$ cat config.mk
export PLATFORM = sky130hd
export DESIGN_NAME = param_bank_update
export DESIGN_NICKNAME = d
export VERILOG_FILES = /design/src/rtl/nn_fixed_pkg.sv /design/src/rtl/param_bank_update_sat_add.sv /design/src/rtl/param_bank_update.sv
export SDC_FILE = /design/constraint.sdc
export NUM_CORES = 1
export LEC_CHECK = 0
export CORE_ASPECT_RATIO = 1.4
export CORE_MARGIN = 3
export CORE_UTILIZATION = 54
export DETAILED_ROUTE_END_ITERATION = 10
export GPL_ROUTABILITY_DRIVEN = 0
export HOLD_SLACK_MARGIN = 0.12
export PLACE_DENSITY_LB_ADDON = 0.08
export SYNTH_ARGS = -nofsm -noshare
export SYNTH_HDL_FRONTEND = slang
export SYNTH_SLANG_ARGS = --single-unit
$ cat constraint.sdc
create_clock -name clk -period 14.7 [get_ports clk]
set_input_delay 2.94 -clock clk [delete_from_list [all_inputs] [get_ports clk]]
set_output_delay 2.94 -clock clk [all_outputs]
set_load 0.05 [all_outputs]
$ cat src/rtl/nn_fixed_pkg.sv
`default_nettype none
// ============================================================================
//  Module      : nn_fixed_pkg
//  Description : Shared fixed-point definitions for the backprop datapath.
//                Q6.10 constants, parameter-bank state encoding, and update
//                mode encoding.
//  Revision    : 1.0  initial release
// ============================================================================
package nn_fixed_pkg;

    localparam int          FRAC_BITS = 10;
    localparam logic [15:0] ONE       = 16'h0400;
    localparam logic [15:0] NEG_ONE   = 16'hFC00;

    typedef enum logic [1:0] {
        IDLE  = 2'd0,
        INIT  = 2'd1,
        APPLY = 2'd2
    } state_t;

    localparam logic DIRECT = 1'b0;
    localparam logic BATCH  = 1'b1;

endpackage
`default_nettype wire

$ cat src/rtl/param_bank_update_sat_add.sv
`default_nettype none
// ============================================================================
//  Module      : sat_add
//  Description : Signed saturating adder. Both operands are sign-extended to
//                a width that cannot overflow, added, then clamped to the
//                signed range of WO bits.
//  Ports       : a   [WA] signed operand
//                b   [WB] signed operand
//                sum [WO] clamped result
//                ovf       high when the result was clamped
//  Revision    : 1.0  initial release
// ============================================================================
module sat_add #(
    parameter int WA = 16,
    parameter int WB = 16,
    parameter int WO = 16
) (
    input  logic signed [WA-1:0] a,
    input  logic signed [WB-1:0] b,
    output logic signed [WO-1:0] sum,
    output logic                 ovf
);

    // One bit beyond the widest operand holds the exact sum; widen further
    // if the output is wider still so the clamp limits are representable.
    localparam int WS = ((WA > WB) ? WA : WB) + 1;
    localparam int WX = (WS > WO) ? WS : WO;

    localparam logic signed [WX-1:0] MAXV = {{(WX-WO+1){1'b0}}, {(WO-1){1'b1}}};
    localparam logic signed [WX-1:0] MINV = ~MAXV;

    logic signed [WX-1:0] w_a_ext;
    logic signed [WX-1:0] w_b_ext;
    logic signed [WX-1:0] w_full;

    assign w_a_ext = WX'(a);
    assign w_b_ext = WX'(b);
    assign w_full  = w_a_ext + w_b_ext;

    always_comb begin
        ovf = 1'b0;
        sum = w_full[WO-1:0];
        if (w_full > MAXV) begin
            sum = MAXV[WO-1:0];
            ovf = 1'b1;
        end else if (w_full < MINV) begin
            sum = MINV[WO-1:0];
            ovf = 1'b1;
        end
    end

endmodule
`default_nettype wire

$ cat src/rtl/param_bank_update.sv
`default_nettype none
// ============================================================================
//  Module      : param_bank_update
//  Description : Bank of N signed Q6.10 trainable parameters. Supports a
//                one-cycle programmable init, immediate (DIRECT) saturating
//                updates, and BATCH accumulation with a scaled per-channel
//                apply sweep on commit.
//  Ports       : clk, reset          clock, synchronous active-high reset
//                init_start          load INIT_VALUES (IDLE only)
//                mode                0 = DIRECT, 1 = BATCH
//                upd_valid/upd_ready delta handshake
//                upd_idx, upd_delta  target channel and signed delta
//                commit              start BATCH apply sweep (IDLE only)
//                busy, done          status (registered)
//                sat_flag            sticky saturation indicator
//                param_out           packed parameters, entry i at [i*W +: W]
//  Revision    : 1.0  initial release
// ============================================================================
module param_bank_update
    import nn_fixed_pkg::*;
#(
    parameter int               N           = 4,
    parameter int               W           = 16,
    parameter int               ACC_GUARD   = 4,
    parameter int               SHIFT       = 0,
    parameter logic [N*W-1:0]   INIT_VALUES = {N{16'hFC00}},
    parameter int               IW          = (N > 1) ? $clog2(N) : 1
) (
    input  logic            clk,
    input  logic            reset,
    input  logic            init_start,
    input  logic            mode,
    input  logic            upd_valid,
    output logic            upd_ready,
    input  logic [IW-1:0]   upd_idx,
    input  logic [W-1:0]    upd_delta,
    input  logic            commit,
    output logic            busy,
    output logic            done,
    output logic            sat_flag,
    output logic [N*W-1:0]  param_out
);

    localparam int            ACC_W   = W + ACC_GUARD;
    localparam logic [IW-1:0] LAST_CH = IW'(N - 1);

    state_t                   r_state;
    logic [IW-1:0]            r_ch;
    logic                     r_busy;
    logic                     r_done;
    logic                     r_sat;
    logic signed [W-1:0]      r_param [N];
    logic signed [ACC_W-1:0]  r_acc   [N];

    logic                     w_idx_ok;
    logic [IW-1:0]            w_idx_safe;
    logic [IW-1:0]            w_sel;
    logic signed [ACC_W-1:0]  w_p_b;
    logic signed [W-1:0]      w_p_sum;
    logic                     w_p_ovf;
    logic signed [ACC_W-1:0]  w_a_sum;
    logic                     w_a_ovf;
    logic                     w_accept;

    assign upd_ready = (r_state == IDLE) && !init_start && !commit;
    assign w_accept  = upd_valid && upd_ready;

    // Out-of-range indices (N not a power of two) are consumed but never
    // written; the safe index keeps array reads in bounds.
    assign w_idx_ok   = ({{(32-IW){1'b0}}, upd_idx} < 32'(N));
    assign w_idx_safe = w_idx_ok ? upd_idx : '0;

    // The param adder is shared: in APPLY it adds the scaled accumulator of
    // the swept channel, otherwise the sign-extended incoming delta.
    assign w_sel = (r_state == APPLY) ? r_ch : w_idx_safe;
    assign w_p_b = (r_state == APPLY) ? (r_acc[r_ch] >>> SHIFT)
                                      : ACC_W'($signed(upd_delta));

    sat_add #(.WA(W), .WB(ACC_W), .WO(W)) u_param_add (
        .a   (r_param[w_sel]),
        .b   (w_p_b),
        .sum (w_p_sum),
        .ovf (w_p_ovf)
    );

    sat_add #(.WA(ACC_W), .WB(W), .WO(ACC_W)) u_acc_add (
        .a   (r_acc[w_idx_safe]),
        .b   ($signed(upd_delta)),
        .sum (w_a_sum),
        .ovf (w_a_ovf)
    );

    always_ff @(posedge clk) begin
        if (reset) begin
            r_state <= IDLE;
            r_ch    <= '0;
            r_busy  <= 1'b0;
            r_done  <= 1'b0;
            r_sat   <= 1'b0;
            for (int i = 0; i < N; i++) begin
                r_param[i] <= '0;
                r_acc[i]   <= '0;
            end
        end else begin
            r_done <= 1'b0;
            case (r_state)
                IDLE: begin
                    if (init_start) begin
                        r_state <= INIT;
                        r_busy  <= 1'b1;
                    end else if (commit) begin
                        r_state <= APPLY;
                        r_ch    <= '0;
                        r_busy  <= 1'b1;
                    end else if (w_accept && w_idx_ok) begin
                        if (mode == DIRECT) begin
                            r_param[w_idx_safe] <= w_p_sum;
                            if (w_p_ovf) r_sat <= 1'b1;
                        end else begin
                            r_acc[w_idx_safe] <= w_a_sum;
                            if (w_a_ovf) r_sat <= 1'b1;
                        end
                    end
                end
                INIT: begin
                    for (int i = 0; i < N; i++) begin
                        r_param[i] <= INIT_VALUES[i*W +: W];
                        r_acc[i]   <= '0;
                    end
                    r_sat   <= 1'b0;
                    r_state <= IDLE;
                    r_busy  <= 1'b0;
                    r_done  <= 1'b1;
                end
                APPLY: begin
                    r_param[r_ch] <= w_p_sum;
                    r_acc[r_ch]   <= '0;
                    if (w_p_ovf) r_sat <= 1'b1;
                    if (r_ch == LAST_CH) begin
                        r_state <= IDLE;
                        r_busy  <= 1'b0;
                        r_done  <= 1'b1;
                    end else begin
                        r_ch <= r_ch + 1'b1;
                    end
                end
                default: begin
                    r_state <= IDLE;
                    r_busy  <= 1'b0;
                end
            endcase
        end
    end

    generate
        for (genvar gi = 0; gi < N; gi++) begin : g_pack
            assign param_out[gi*W +: W] = r_param[gi];
        end
    endgenerate

    assign busy     = r_busy;
    assign done     = r_done;
    assign sat_flag = r_sat;

endmodule
`default_nettype wire

Yosys cells after proc, flatten, opt, wreduce, memory -nomap -nowiden
Memory sizes are Yosys's and may differ from the RTL's. A register that Yosys moved wholly into a read port is not among the register bits.
Index checks and enable logic that the tools add are counted.
Widths: inputs -> output; s select.
{"block": "word_totals", "ff_bits": 7, "ramBits": 144, "in_bits": 24, "out_inout_bits": 68, "mem_count": 2}
{"name": "r_acc", "words": 4, "word_bits": 20, "read_ports": 2, "rd_clocked_by_memory_dff": 1, "wr": 4, "line": "param_bank_update.sv:53", "source": "logic signed [ACC_W-1:0] r_acc [N];"}
{"name": "r_param", "words": 4, "word_bits": 16, "read_ports": 5, "rd_clocked_by_memory_dff": 0, "wr": 4, "line": "param_bank_update.sv:52", "source": "logic signed [W-1:0] r_param [N];"}
{"block": "op_classes", "add_sub_neg": 3, "n_lt_le_gt_ge": 4, "n_eq_ne": 11, "muxes": 75, "n_bitwise": 8, "reduce_logical": 15}
{"cell": "$mux 20", "count": 9}
{"cell": "$mux 16", "count": 8}
{"cell": "$mux 1", "count": 40}
{"cell": "$reduce_or 20->1", "count": 2}
{"cell": "$reduce_or 16->1", "count": 2}
{"cell": "$mux 2", "count": 13}
{"cell": "$add 16x20->21", "count": 1}
{"cell": "$add 20x16->21", "count": 1}
{"cell": "$gt 21x16->1 const B", "count": 1}
{"cell": "$gt 21x20->1 const B", "count": 1}
{"cell": "$lt 21x16->1 const B", "count": 1}
{"cell": "$lt 21x20->1 const B", "count": 1}
{"cell": "$ne 2x2->1 const B", "count": 5}
{"cell": "$or 1x1->1", "count": 8}
{"cell": "$pmux 2 s2", "count": 2}
{"cell": "$reduce_and 5->1", "count": 1}
{"cell": "$eq 2x2->1 const B", "count": 2}
{"cell": "$pmux 1 s2", "count": 2}
{"cell": "$reduce_and 4->1", "count": 1}
{"cell": "$logic_and 1x1->1", "count": 3}
{"cell": "$ne 3x2->1 const B", "count": 1}
{"cell": "$ne 3x3->1 const B", "count": 1}
{"cell": "$pmux 1 s3", "count": 1}
{"cell": "$reduce_bool 3->1", "count": 1}
{"cell": "7 further kinds", "count": 8}

Depth between registers and ports, before layout
Gate-level depths: netlist of run 1.
{"block": "depth", "depth_word": 13, "mapped_depth": 19}

By module
From an unflattened synthesis of run 1, not the netlist that was laid out.
{"block": "hier_totals", "hier_cells": 846, "area_unflattened_um2": 9954.5}
{"mod": "param_bank_update", "instances": 1, "cells_each": 522, "area_per_inst_um2": 7548.5}
{"mod": "sat_add at u_acc_add", "instances": 1, "cells_each": 166, "area_per_inst_um2": 1206.2}
{"mod": "sat_add at u_param_add", "instances": 1, "cells_each": 158, "area_per_inst_um2": 1199.9}

Worst setup path before layout of run 1
Ideal clock, no wire load.
{"block": "synth_path", "path_type": "input-to-reg", "from": "in upd_idx[0]", "to": "mem r_param[0][2] (data pin)", "arrival_time_ns": 6.933, "t_required_ns": 14.434, "setup_slack_ns": 7.501, "stages": 15, "cell_sequence": "clkbuf_1 mux2i_1 buf_2 mux4_2 ha_1 buf_2 a21o_1 a2111oi_2 a21oi_2 o21ai_0 xor2_1 a41oi_2 buf_4 a31oi_4 nor2_1"}
{"element": "start: declaration", "line": "param_bank_update.sv:35", "source": "input logic [IW-1:0] upd_idx,"}
{"element": "end: declaration", "line": "param_bank_update.sv:52"}

==> key figures, run 1 <==
Outcome
  • Status: completed

Clock tree
  • Sink Count: 153
  • H-tree depth: 4
  • CTS clk-pin slew, worst paths: 0.06 ns
  • Hold buffer count at CTS: 0
  • Setup Fix Bufs, Post-CTS: 0
  • PostCTS Resize Cnt: 0
  • CTS Buf Count: 17
  • Max clock buf depth: 2
  • TritonCTS clock tree: built
  • Root Driver: clkbuf_16
  • Clk_lat worst skew: 0.43 ns

Synthesis
  • Post-synthesis register bit count: 153
  • Mapped Nets: 911
  • Async SR Flop Fraction: 0%
  • Complex-gate fraction of the synthesized area: 14.1%
  • Netlist cell types: 59
  • Syn avg cell area: 11.5 um2
  • Share of the synthesized area in the top cell type: 44.9%
  • Post-synth EDFFs: 144
  • Multiplexer share of the synthesized area: 15.2%
  • Synth Flop Type: edfxtp_1
  • Synth top area cells: edfxtp_1 (45%), mux4_2 (13%), nor2_1 (6.4%)
  • Post-synthesis xor/xnor area fraction: 2.73%
  • Post-Syn Instances: 840
  • Area leader, netlist: edfxtp_1
  • Simple-gate share of the synthesized area: 12.4%
  • Synth Area in Adders: 6.26%
  • Post-Synthesis Cell Area: 9630 um2
  • Sequential share of the synthesized area: 46.8%
  • Largest family of logic cells by synthesized area: multiplexers
  • Syn. warnings: 0

Worst setup path
  • CP Max Fanout: 25
  • WP data arrival: 8.04 ns
  • Reg2reg start: r_state[0]
  • R2R Path End: r_param[1][12]
  • Setup crit end kind: register
  • Worst Reg-to-Reg Cells: 15
  • Internal reg-to-reg setup slack: 8.68 ns
  • Startpoint types: primary input
  • Critical path startpoint: upd_idx[0]
  • CP required: 14.86 ns
  • CP endpoint: r_param[1][12]
  • Critical path class: in -> reg

Floorplan
  • Initial core utilization: 55.3%
  • Core Area: 17400 um2
  • Die width: 119 um
  • Die ar.: 19500 um2
  • Top Ports: 92
  • # rows: 57
  • Die height: 164 um

Hold path
  • Hold Crit Class: reg -> reg
  • Hold Startpoint: busy

GRT
  • Gr usage total: 26.4%
  • Initial antenna violation count: 0
  • Vias in the first global route: 7464
  • Grt ovf: 0
  • First-pass GRT wire length: 39500 um
  • Largest net degree at the start of global routing: 36

Route
  • Via count: 7259
  • Drt pass-1 iters: 5
  • Vias/cell: 6.27
  • Routed WL per cell: 21.8 um
  • DRT iter0 DRCs: 680
  • DRT Wirelength: 25300 um
  • Remaining antenna violation count: 0
  • DRC viols: 0

Final layout
  • Layout cells sized above 1: 14.9%
  • Fin nets: 980
  • Diode count: 0
  • Most frequent cells in the layout: nor2_1 (164), edfxtp_1 (144), clkdlybuf4s50_1 (90)
  • Most common cell after layout, fill and taps aside: nor2_1
  • Area Overhead vs Synth: 17.1%

Power and ir drop
  • Pwr per Cell Area: 134 nW/um2
  • Pwr Total: 1.51 mW
  • Maximum vdd drop: 0.000101 V
  • Leakage: 4.20 nW

Timing
  • Crit path time final: 7.88 ns
  • Max Clock Freq: 127 MHz
  • Final Max Slew Viols: 0
  • Setup ws final: 6.82 ns
  • Final Setup Violations: 0
  • RSZ-0062 raised after global routing: no
  • Setup TNS: 0 ns
  • Skew final: 0.00858 ns
  • Relative slew slack: 21.6%
  • Slew @ Worst Pin: 1.18 ns
  • Fin crit share: 53.6%
  • Final Hold Violating Endpoints: 0

Placement
  • Pre-CTS setup slack: 6.39 ns
  • IO buf count: 91
  • HPWL Detailed: 17700 um

Job
  • Max_cap viols: 0
[power by group]
part | switching [mW] | leakage (nW) | total [mW] | internal (mW)
clock | 0.177 | 0.278 | 0.442 | 0.265
sequential | 0.0186 | 1.60 | 0.540 | 0.521
combinational | 0.343 | 2.33 | 0.532 | 0.189
[cell type report]
cell class	instances	area (um2)
Fill cell	1373	6120
Multi-Input combinational cell	628	4900
Sequential cell	153	4500
Timing Repair Buffer	97	951
Clock buffer	19	433
Tap cell	236	295
Clock inverter	13	153
Inverter	12	45.0
[worst min-delay path by stage]
| stage | end | slack (ns) | cells after the start |
|---|---|---|---|
| after CTS | busy | 0.51 | 2 |
| after floorplan | register | 0.52 | 2 |
| final | busy | 0.50 | 2 |
| after global routing | busy | 0.56 | 2 |
| after global placement | busy | 0.46 | 2 |
| after detailed placement | busy | 0.50 | 2 |
[flip-flops by register name, summed over array words and instances, names as in the netlist, named ones only]
signal    flops
busy          1
done          1
r_acc        80
r_ch          2
r_param      64
r_state       2
sat_flag      1
[cells by family after synthesis]
kind of cell | Yosys count
buffers and inverters | 59
muxes | 74
and+or+nand+nor | 280
adders and majority gates | 47
xor gates and xnor gates | 30
DFF | 153
AOI/OAI and AO/OA | 197
[stage by stage]
step	hold slack, ns	utilization (%)	instance area (um2)	cells
after global placement	0.464	61.4	10700	1126
after floorplan	0.521	-	9630	840
final	0.503	64.8	11300	1158
after global routing	0.557	64.8	11300	1158
after CTS	0.506	64.8	11300	1158
after detailed placement	0.496	61.4	10700	1126
[worst max-delay path: stages]
cell and delay [ns]:
buf_2 0.39, mux2i_4 0.87, mux4_2 0.62, ha_1 0.32, a211oi_1 0.40, o211ai_2 0.21
a31oi_4 0.26, o31ai_2 0.12, o31ai_2 0.22, xor2_1 0.36, a41oi_2 0.63, a21oi_1 0.54
a21oi_1 0.13
[Yosys cell counts, drive strengths merged (5+ instances only)]
master	number
a31oi	11
a21oi	92
a211oi	10
nand2b	18
o21a	8
xnor2	19
inv	12
dfxtp	9
xor2	11
and3	5
edfxtp	144
nor2b	7
buf	10
ha	45
mux2	14
nor2	164
o31ai	5
clkbuf	37
a21o	14
o21ai	26
o211ai	8
mux4	56
nand2	57
and2	5
nor3	6
nand3	8
[layer usage]
layer  wire (um)  part of all wire, %  GRT usage (%)  vias to the layer above
met5           0                    0              0                        -
met4         875                  3.5           12.3                        0
met3        1210                  4.8           3.65                       56
met2       13500                   53           48.6                      309
met1        9730                   39           30.3                     3589
li1            -                    -              -                     3305
No activity file was read; power rests on OpenSTA's default activity.
==> inputs of run 2 (changes only) <==
==> constraint.sdc (replaced) <==
create_clock -name clk -period 7.6 [get_ports clk]
set_input_delay 1.52 -clock clk [delete_from_list [all_inputs] [get_ports clk]]
set_output_delay 1.52 -clock clk [all_outputs]
set_load 0.05 [all_outputs]
==> run 2 against run 1 <==
  * Clock power up 110%
  * Flip-flop and latch count unchanged
  * Power up 99%
  * Non-clock buffer count up 1
  * Sequential share of layout area down 0.24 points
  * Register-to-register slack worse by 7.0 ns
  * Critical path type unchanged
==> key figures, run 2 (same netlist as run 1, synthesis figures left out) <==
Outcome
  • Status: completed

Floorplan
  • # rows: 57
  • Top Ports: 92
  • Die width: 119 um
  • Die height: 164 um
  • Initial core utilization: 55.3%
  • Core Area: 17400 um2
  • Die ar.: 19500 um2

Worst setup path
  • CP required: 7.74 ns
  • R2R Path End: r_param[2][11]
  • CP Max Fanout: 25
  • Worst Reg-to-Reg Cells: 17
  • Setup crit end kind: register
  • WP data arrival: 6.60 ns
  • Critical path startpoint: upd_idx[0]
  • CP endpoint: r_param[2][11]
  • Reg2reg start: r_state[0]
  • Startpoint types: primary input
  • Critical path class: in -> reg
  • Internal reg-to-reg setup slack: 1.66 ns

Timing
  • Fin crit share: 84.9%
  • Final Hold Violating Endpoints: 0
  • Slew @ Worst Pin: 1.21 ns
  • Max Clock Freq: 155 MHz
  • Skew final: 0.0113 ns
  • Setup TNS: 0 ns
  • Crit path time final: 6.45 ns
  • Relative slew slack: 19.4%
  • Final Max Slew Viols: 0
  • RSZ-0062 raised after global routing: no
  • Final Setup Violations: 0

Final layout
  • Most frequent cells in the layout: nor2_1 (164), edfxtp_1 (144), clkdlybuf4s50_1 (90)
  • Area Overhead vs Synth: 17.8%
  • Biggest registers after layout: r_acc (80), r_param (64)
  • Fin nets: 981
  • Most common cell after layout, fill and taps aside: nor2_1
  • Most flops, register: r_acc
  • Fillers: 1427
  • Largest register FFs: 80
  • Final Instance Count excl. Fillers: 1159
  • Diode count: 0
  • Layout cells sized above 1: 15.3%

Route
  • DRT iter0 DRCs: 648
  • DRT Wirelength: 25000 um
  • DRC viols: 0
  • Via count: 7158
  • Vias/cell: 6.18
  • Routed WL per cell: 21.6 um
  • Drt pass-1 iters: 7
  • Remaining antenna violation count: 0

Clock tree
  • Hold buffer count at CTS: 0
  • Sink Count: 153
  • TritonCTS clock tree: built
  • Root Driver: clkbuf_16
  • Clk_lat worst skew: 0.43 ns
  • Max clock buf depth: 2
  • Setup Fix Bufs, Post-CTS: 0
  • CTS Buf Count: 17
  • PostCTS Resize Cnt: 0
  • H-tree depth: 4
  • CTS clk-pin slew, worst paths: 0.07 ns

Power and ir drop
  • Maximum vdd drop: 0.000142 V
  • Pwr per Cell Area: 265 nW/um2
  • Internal Power: 1.96 mW
  • Comb power frac: 34.2%
  • Pwr Total: 3.00 mW
  • Sw Ratio: 34.9%
  • Sw Pwr: 1.05 mW
  • Leakage: 4.24 nW
  • Clk network pwr share: 31.1%
  • Seq pwr share: 34.7%

GRT
  • Grt ovf: 0
  • Vias in the first global route: 7585
  • Initial antenna violation count: 0
  • Largest net degree at the start of global routing: 35
  • First-pass GRT wire length: 40200 um
  • Gr usage total: 26.8%

Hold path
  • Hold Crit Class: reg -> reg

Placement
  • Placed insts: 1127
  • IO buf count: 91
  • HPWL Detailed: 17700 um

Job
  • Max_cap viols: 0
[run 2: cell count changes in the layout (fill, tap and decap cells not counted)]
cell,delta
buf_4,+1
bufinv_16,+2
clkbuf_1,-2
clkinv_1,-1
clkinv_2,-1
inv_6,+2
[run 2: critical path, cell delays in order]
cell,delay (ns)
buf_2,0.39
mux2i_4,0.79
mux4_2,0.62
ha_1,0.32
a211oi_1,0.37
o211ai_2,0.21
a31oi_4,0.25
o31ai_2,0.12
o31ai_2,0.20
xor2_1,0.39
a41oi_2,0.66
a21oi_1,0.57
a21oi_1,0.15
[run 2: area by class of cell]
| cell class | instances | area [um2] | area share [%] |
|---|---|---|---|
| Clock buffer | 17 | 425 | 3.75 |
| Clock inverter | 15 | 221 | 1.95 |
| Inverter | 12 | 45.0 | 0.397 |
| Multi-Input combinational cell | 628 | 4900 | 43.2 |
| Sequential cell | 153 | 4500 | 39.7 |
| Tap cell | 236 | 295 | 2.60 |
| Timing Repair Buffer | 98 | 958 | 8.45 |
[run 2: routing by layer]
layer | routed length [um] | up-vias | part of all wire [%] | global-route usage [%]
met2 | 13500 | 263 | 54 | 49.7
met3 | 1200 | 58 | 4.8 | 4.13
met1 | 9570 | 3524 | 38 | 30.8
met5 | 0 | - | 0 | 0
met4 | 738 | 0 | 2.9 | 11.1
li1 | - | 3313 | - | -
[run 2: power groups by stage]
stage / Combinational [mW] / Sequential [mW] / Clock, mW
floorplan: 0.645 / 1.17 / 0
finish: 1.03 / 1.04 / 0.934
global route: 1.11 / 1.05 / 0.974
CTS: 1.02 / 1.04 / 0.940
detailed placement: 1.01 / 1.06 / 0
global placement: 0.993 / 1.05 / 0
[run 2: per-stage QoR]
stage                     hold slack [ns]  setup slack, ns  utilization, %  cell area [um2]
final                               0.490             1.15            65.2            11300
after global routing                0.525            0.639            65.2            11300
after CTS                           0.494             1.15            65.2            11300
after detailed placement            0.485            0.767            61.5            10700
after global placement              0.466            0.964            61.5            10700
after floorplan                     0.521             1.82               -             9630
[run 2: worst min path at each step]
stage,from,end,cells past startpoint
after floorplan,r_ch[0],register,2
after global placement,busy,busy,2
after detailed placement,busy,busy,2
after CTS,busy,busy,2
after global routing,busy,busy,2
final,busy,busy,2
